$ cat config.mk
export PLATFORM = sky130hd
export DESIGN_NAME = fifo_wr_rr_arbiter
export DESIGN_NICKNAME = d
export VERILOG_FILES = /design/src/rtl/fifo_arb_pkg.sv /design/src/rtl/rr_priority_sel.sv /design/src/rtl/fifo_wr_rr_arbiter.sv
export SDC_FILE = /design/constraint.sdc
export NUM_CORES = 1
export LEC_CHECK = 0
export ABC_AREA = 1
export CORE_AREA = 2 2 67 69
export DETAILED_ROUTE_END_ITERATION = 6
export DIE_AREA = 0 0 69 71
export SYNTH_ARGS = -nofsm -noshare
export SYNTH_HDL_FRONTEND = slang
export SYNTH_SLANG_ARGS = --single-unit
export TNS_END_PERCENT = 20
$ cat constraint.sdc
create_clock -name clk -period 2 [get_ports clk]
set_input_delay 0.5 -clock clk [delete_from_list [all_inputs] [get_ports clk]]
set_output_delay 0.5 -clock clk [all_outputs]
set_load 0.03 [all_outputs]
$ cat src/rtl/fifo_arb_pkg.sv
// Shared types and width helpers for the FIFO write-port round-robin arbiter.
// Build option: FIFO_ARB_SRC_TAG_EN widens the FIFO write word with the source id.
package fifo_arb_pkg;

    typedef enum logic {
        IDLE  = 1'b0,
        GRANT = 1'b1
    } arb_state_e;

    // Width of a requester index.
    function automatic int unsigned id_w(input int unsigned n);
        return $clog2(n);
    endfunction

    // Width of the word presented on the FIFO write port.
    function automatic int unsigned out_w(input int unsigned num_req, input int unsigned data_width);
`ifdef FIFO_ARB_SRC_TAG_EN
        return id_w(num_req) + data_width;
`else
        return (num_req > 0) ? data_width : data_width;
`endif
    endfunction

endpackage

$ cat src/rtl/rr_priority_sel.sv
// Round-robin priority selector: first set request bit after ptr, wrapping.
module rr_priority_sel
    import fifo_arb_pkg::*;
#(
    parameter int unsigned NUM_REQ = 4
) (
    input  logic [NUM_REQ-1:0]          req,
    input  logic [id_w(NUM_REQ)-1:0]    ptr,
    output logic                        found,
    output logic [id_w(NUM_REQ)-1:0]    idx
);

    localparam int unsigned IDW = id_w(NUM_REQ);

    logic [IDW-1:0] cand;

    // Scan ptr+1, ptr+2, ... ptr+NUM_REQ (mod NUM_REQ); ptr itself is checked last.
    always_comb begin
        found = 1'b0;
        idx   = '0;
        cand  = '0;
        for (int unsigned k = 1; k <= NUM_REQ; k++) begin
            cand = IDW'((32'(ptr) + k) % NUM_REQ);
            if (!found && req[cand]) begin
                found = 1'b1;
                idx   = cand;
            end
        end
    end

endmodule

$ cat src/rtl/fifo_wr_rr_arbiter.sv
// Burst-limited round-robin arbiter sharing one sync_fifo write port among
// NUM_REQ valid/ready requesters. Never writes while the FIFO is full.
// Build option: FIFO_ARB_SRC_TAG_EN prepends the owner id to fifo_wr_data.
module fifo_wr_rr_arbiter
    import fifo_arb_pkg::*;
#(
    parameter int unsigned NUM_REQ    = 4,
    parameter int unsigned DATA_WIDTH = 8,
    parameter int unsigned MAX_BURST  = 4
) (
    input  logic                                   clk,
    input  logic                                   rst_n,
    input  logic [NUM_REQ-1:0]                     req_valid,
    input  logic [NUM_REQ*DATA_WIDTH-1:0]          req_data,
    output logic [NUM_REQ-1:0]                     req_ready,
    output logic                                   fifo_wr_en,
    output logic [out_w(NUM_REQ,DATA_WIDTH)-1:0]   fifo_wr_data,
    input  logic                                   fifo_full,
    output logic                                   grant_valid,
    output logic [id_w(NUM_REQ)-1:0]               grant_id
);

    localparam int unsigned IDW = id_w(NUM_REQ);
    localparam int unsigned BW  = $clog2(MAX_BURST + 1);
    localparam logic [BW-1:0] LAST_BEAT = BW'(MAX_BURST - 1);

    arb_state_e            state, state_nxt;
    logic [IDW-1:0]        owner;
    logic [IDW-1:0]        rr_ptr;
    logic [BW-1:0]         burst_cnt;
    logic                  sel_found;
    logic [IDW-1:0]        sel_idx;
    logic                  owner_valid;
    logic [DATA_WIDTH-1:0] owner_data;
    logic                  beat;
    logic                  rel;

    rr_priority_sel #(
        .NUM_REQ (NUM_REQ)
    ) u_sel (
        .req   (req_valid),
        .ptr   (rr_ptr),
        .found (sel_found),
        .idx   (sel_idx)
    );

    // Owner-side decode: its valid, its payload, whether a beat moves, and release.
    always_comb begin
        owner_valid = req_valid[owner];
        owner_data  = '0;
        for (int unsigned i = 0; i < NUM_REQ; i++) begin
            if (owner == IDW'(i)) begin
                owner_data = req_data[i*DATA_WIDTH +: DATA_WIDTH];
            end
        end
        beat = (state == GRANT) && owner_valid && !fifo_full;
        rel  = (state == GRANT) && (!owner_valid || (beat && (burst_cnt == LAST_BEAT)));
    end

    // State register.
    always_ff @(posedge clk or negedge rst_n) begin
        if (!rst_n) begin
            state <= IDLE;
        end else begin
            state <= state_nxt;
        end
    end

    // Next-state logic: one arbitration cycle in IDLE, stay in GRANT until released.
    always_comb begin
        state_nxt = state;
        unique case (state)
            IDLE:    if (sel_found) state_nxt = GRANT;
            GRANT:   if (rel)       state_nxt = IDLE;
            default: state_nxt = IDLE;
        endcase
    end

    // Owner, round-robin pointer and burst counter.
    always_ff @(posedge clk or negedge rst_n) begin
        if (!rst_n) begin
            owner     <= '0;
            rr_ptr    <= IDW'(NUM_REQ - 1);
            burst_cnt <= '0;
        end else if (state == IDLE) begin
            if (sel_found) begin
                owner     <= sel_idx;
                burst_cnt <= '0;
            end
        end else if (rel) begin
            rr_ptr    <= owner;
            burst_cnt <= '0;
        end else if (beat) begin
            burst_cnt <= burst_cnt + 1'b1;
        end
    end

    // Output decode: everything is 0 outside GRANT.
    always_comb begin
        req_ready    = '0;
        fifo_wr_en   = 1'b0;
        fifo_wr_data = '0;
        grant_valid  = 1'b0;
        grant_id     = '0;
        if (state == GRANT) begin
            for (int unsigned i = 0; i < NUM_REQ; i++) begin
                req_ready[i] = (owner == IDW'(i)) && !fifo_full;
            end
            fifo_wr_en  = beat;
            grant_valid = 1'b1;
            grant_id    = owner;
`ifdef FIFO_ARB_SRC_TAG_EN
            fifo_wr_data = {owner, owner_data};
`else
            fifo_wr_data = owner_data;
`endif
        end
    end

endmodule
# == Word-level counts from Yosys, hierarchy flattened ==
# Index checks and enable logic that the tools add are counted.
# word_totals
regBits,8
latch_bits,0
mem_bits_rw,0
romBits,0
inputBits,39
memories,0
# classes
n_addsub,5
multipliers,0
n_div,0
n_lt_le_gt_ge,5
n_eq_ne,5
n_shift,0
muxes,34
bitwise_logic,1
n_reduce_logical,22
# op_table
operator,count
$mux W8,5
$lt A2 B3 Y1 const B,5
$mux W1,13
$mux W3,4
$logic_and A1 B1 Y1,11
$bmux W1 S2,5
$mux W2,5
$reduce_and A2 Y1,3
$logic_not A1 Y1,5
$add A2 B1 Y2 const B,2
$add A2 B2 Y2 const B,2
$eq A2 B2 Y1 const B,2
$mux W4,1
$add A3 B1 Y3 const B,1
$eq A3 B2 Y1 const B,1
$ne A3 B1 Y1 const B,1
$eq A2 B1 Y1 const B,1
$logic_not A2 Y1,1
$pmux W1 S2,1
$reduce_bool A2 Y1,1
$logic_or A1 B1 Y1,1
$not A1 Y1,1

# == Logic depth before layout (Yosys ltp) ==
# logic_depth
word_depth,15
depth_mapped,12
ltp_nobuf,11

# == Cells and area by module ==
# A second synthesis with hierarchy kept.
# unflattened
cells_unflattened,173
area_unflattened_um2,1064.8
# by_module_without_submodules
module,instances,cells_per_inst,area_each_um2,seq_area_each_um2
fifo_wr_rr_arbiter,1,124,774.5,202.7
rr_priority_sel,1,49,290.3,0.0

# == Worst setup path before layout ==
# OpenSTA, ideal clock, no wires.
# synth_timing
kind,register to output
startpoint,reg state
endpoint,out req_ready[1]
arrival_time_ns,1.495
t_required_ns,1.500
slack_ns,0.005
path_stages_with_launch,4
path_cell_list,dfrtp_1 -> buf_6 -> nand2_1 -> nor3_1
# synth_between
elab_chain_len,1
# synth_lines
item,line_no,source
from (decl),fifo_wr_rr_arbiter.sv:27,"arb_state_e state, state_nxt;"
from (signal assigned),fifo_wr_rr_arbiter.sv:65,state <= state_nxt;
$mux W4,fifo_wr_rr_arbiter.sv:105,if (state == GRANT) begin
to (decl),fifo_wr_rr_arbiter.sv:15,"output logic [NUM_REQ-1:0] req_ready,"
# No other way between the ends.

# == Final worst setup path ==
# layout_timing
startpoint,in req_valid[3]
endpoint,out fifo_wr_en
# layout_between
elab_chain_len,5
# layout_lines
item,line_no,source
from (decl),fifo_wr_rr_arbiter.sv:13,"input logic [NUM_REQ-1:0] req_valid,"
$bmux W1 S2,fifo_wr_rr_arbiter.sv:49,owner_valid = req_valid[owner];
$mux W1 (implied by the code),fifo_wr_rr_arbiter.sv:49,
$logic_and A1 B1 Y1 (2 in series),fifo_wr_rr_arbiter.sv:56,beat = (state == GRANT) && owner_valid && !fifo_full;
$mux W1,fifo_wr_rr_arbiter.sv:105,
to (decl),fifo_wr_rr_arbiter.sv:16,"output logic fifo_wr_en,"
# No other way between the ends. The select of a mux whose other input is x is not followed.

==> impl_summary.md <==
Synthesis
By area the synthesized netlist is led by nand2_1 22%, dfrtp_1 15%, o21ai_0 7.9%, nand3_1 5.4%, dfstp_2 5.2%. The synthesized design contains 8 register bits. Of the total synthesized cell area, the portion taken by XOR and XNOR cells is 0%. When the netlist entered floorplanning its net count stood at 211. The average instance in the mapped netlist occupies 5.95 sq um. After synthesis, flip-flops and latches occupy 20.0% of the total area. The basic-gate share of the synthesized area counting and, or, nand and nor cells is 49.4%. The area share of the largest cell type after synthesis is 22.2%. The count of synthesis-stage warnings from yosys is 0. The main combinational cell family by area after synthesis is simple AND/OR/NAND/NOR gates. The async set or reset register ratio after synthesis is 100%. The multiplexer fraction of the synthesized cell area is 0%.

The commonest cells after synthesis are 60 x nand2_1, 16 x o21ai_0, 13 x inv_1, 11 x nand3_1. The most frequently used cell type in the post-synthesis netlist is nand2_1. The count of flip-flops with a built-in enable after synthesis is 0.

The synthesized-area fraction occupied by ao, oa, aoi and oai cells is 16.1%. The number of distinct library cells after synthesis is 26. The count of mapped cells out of synthesis is 170. Of all cell types, the one taking the most synthesized area is nand2_1.

The post-synthesis adder-cell area fraction is 2.47%. After synthesis the cells add up to 1010 sq um. In the synthesized netlist the dominant register cell turns out to be dfrtp_1.

Flow run
The tool flagged a number of max-cap violations equal to 0.

Cells and area
The repair_antennas step left the layout with diodes totalling 0. The area of combinational cells with multiple inputs is 691 sq um. The register area is 205 sq um. The net count of the finished layout is 283. After filler insertion, the fill cell instance count of the layout stands at 460. In the final layout, the share of cells above drive strength 1 is 26.6%. Relative to the synthesized area, the layout overhead comes to 70.7%.

Worst setup path
For flop-to-flop paths, the worst setup slack is 0.37 ns. The worst setup path is of the in -> out kind. The data required time at the worst endpoint is 1.50 ns.

The nature of the critical path startpoint is an input port. The worst setup path is captured at an output port. At the worst endpoint, the arrival time is 1.50 ns. For the worst flop-to-flop path, the logic depth is 11. Along the worst path, the maximum fanout reaches 3.

Placed design
After legalization and detailed placement, the total HPWL measured 2590 microns. In this run the tool buffered the top-level ports with 54 buffer cells. The final weighted congestion of routability-driven global placement is 0.802.

Global routing
The number of antenna violations at the first check in global routing is 0. For this run the aggregate overflow at the end of global routing stands at 0. The via count of the first global-routing pass came to 1254. The first global-routing pass estimated 5550 microns of wire.

Entering global routing, the biggest net connects 13 pins. The combined global-route utilization of all metal layers is 13.4%.

Timing
The total negative slack for setup checks is 0 ns. The final max-slew violation count is 0. The total setup violations reported at the end of the flow is 0. For the final database, setup skew stands at 0.00634 ns. After layout, the worst path uses 99.8% of the clock period. The transition at the pin with the smallest max-transition slack is 0.355 ns. The worst-case hold slack is 0.504 ns.

Setup repair after global routing could not meet its margin everywhere. The final-report hold violation count is 0. The minimum period implied by the final worst setup slack is 2.00 ns. The headroom to the max-slew limit is 76.2%. The maximum frequency from static timing analysis is 501 MHz.

Route
The per-cell via count in the routed design is 4.32. In the final routed layout, each cell accounts on average for 10.9 microns. The detailed router placed 1265 vias in this run. Once detail routing completed, the nets flagged for antenna violations numbered 0. The violation count after the first detailed-routing iteration is 63. Summed over all layers, the routed wires come to 3190 microns. The first-pass iteration count of the detailed router is 4. The remaining routing DRC violations is 0.

Power and ir drop
The power per cell area is 1570 nW/um^2. The part of the total power dissipated in the clock network is 7.3%. The net switching component of the power is 1460 uW. The part of the power in combinational logic is 79.0%. The highest ir drop seen on vdd is 0.748 mV.

Of the total power, registers draw 13.7%. The leakage power is 0.000856 uW. The internal portion of total power is 1260 uW.

Net switching is 53.7% of the power.

Floorplan
The core area is 4200 sq um. The die covers 4900 sq um. The chip height is 71 microns.

The horizontal die dimension is 69 microns. Once the floorplan was initialized, standard cells occupied 24.1% of the core. After floorplanning, the core was divided into 24 placement rows. During I/O placement, the number of pins put on the boundary was 55.

Clocking
The clock-pin slew on the worst setup and hold paths is 0.04 ns. For this design, the CTS-stage hold fixing added 0 buffers. For the worst-skew pair, the clock arrives at the later sink with an insertion delay of 0.23 ns. The CTS sink count is 8. The number of levels the H-tree was split into is 1. The TritonCTS clock tree is built. Counting along the longest clock path gives a buffer depth of 2. The tree is rooted in a clkbuf_8.

The total CTS buffers is 3.

Run status
The run finished with clean final reports.

Worst hold path
The min-delay analysis places its worst path in the category reg -> reg. The worst hold path passes through 2 cells.
[path summary, 6_finish.rpt]
kind,startpoint,endpoint
max in group asynchronous,rst_n,rr_ptr[0]
min in group asynchronous,rst_n,state
worst min-delay path,burst_cnt[2],burst_cnt[2]
worst max-delay path,req_valid[3],fifo_wr_en
worst max register to register,rr_ptr[0],owner[1]
worst min register to register,burst_cnt[2],burst_cnt[2]
[worst max-delay path, cell delays in order]
cell             delay [ns]
clkdlybuf4s50_1        0.50
nand2_1                0.08
nand4_2                0.12
inv_2                  0.05
nor2_1                 0.09
buf_4                  0.17
[per-layer routing]
layer	global-route usage, %	vias up	part of all wire, %
li1	-	692	-
met1	17.9	542	47
met4	2.61	0	0.56
met5	0	-	0
met2	22.6	29	48
met3	2.85	2	4.9
[cells in the final DEF (no fill, tap or decap)]
master and instances:
nand2_4 4, o21ai_1 4, clkbuf_1 1, ha_1 2, dfrtp_1 4, inv_2 5
o21ai_0 14, nand3_2 1, o221ai_1 1, nor2_1 10, clkinv_4 2, nand4_2 1
o22ai_1 1, buf_4 31, dfstp_2 2, nand4_1 5, nand2_1 59, nor2_4 2
a21oi_1 10, clkdlybuf4s50_1 36, nand3_1 11, clkbuf_8 3, dlygate4sd2_1 4, inv_1 13
nand2_2 9, o21a_1 1, nor2_2 1, dfrtp_2 2, inv_6 1, nor3_1 1
[flip-flops by register name (all words and copies together), names as in the netlist]
name	count
burst_cnt	3
rr_ptr	2
state	1
owner	2
[repair_timing]
action / CTS / global route
setup endpoints to repair: 10 / 11
pin swaps: 2 / 7
resized for setup: 8 / 4
buffers inserted: 4 / 4
[metrics by stage]
step	instances	setup slack, ns	area [sq um]	util (%)	power, uW
global route	293	-0.103	1730	41.1	3000
global placement	281	-0.0877	1620	38.5	2410
floorplan	170	0.00493	1010	-	1750
detailed placement	281	-0.0790	1620	38.5	2410
CTS	289	-0.0184	1700	40.3	2690
finish	293	0.00398	1730	41.1	2720
[kinds of logic (layout without fill, tap and decap cells)]
logic type,Yosys count,count (layout)
fa+ha+maj,2,2
buf+inv,25,96
simple gates,104,104
flops,8,8
compound gates,31,31
[power groups by stage]
stage                     sequential [uW]  clock [uW]  combinational (uW)
after floorplan                       343           0                1410
after global placement                370           0                2040
after detailed placement              372           0                2030
after CTS                             383         208                2100
after global routing                  389         218                2390
final                                 373         199                2150
[layout make-up]
cell class                 count  area share (%)
clock buffer                   4            2.61
inverter                      21            5.43
multi-input combinational    137            40.0
sequential                     8            11.9
tap                           52            3.77
timing repair buffer          71            36.4
No activity file was read; power rests on OpenSTA's default activity.
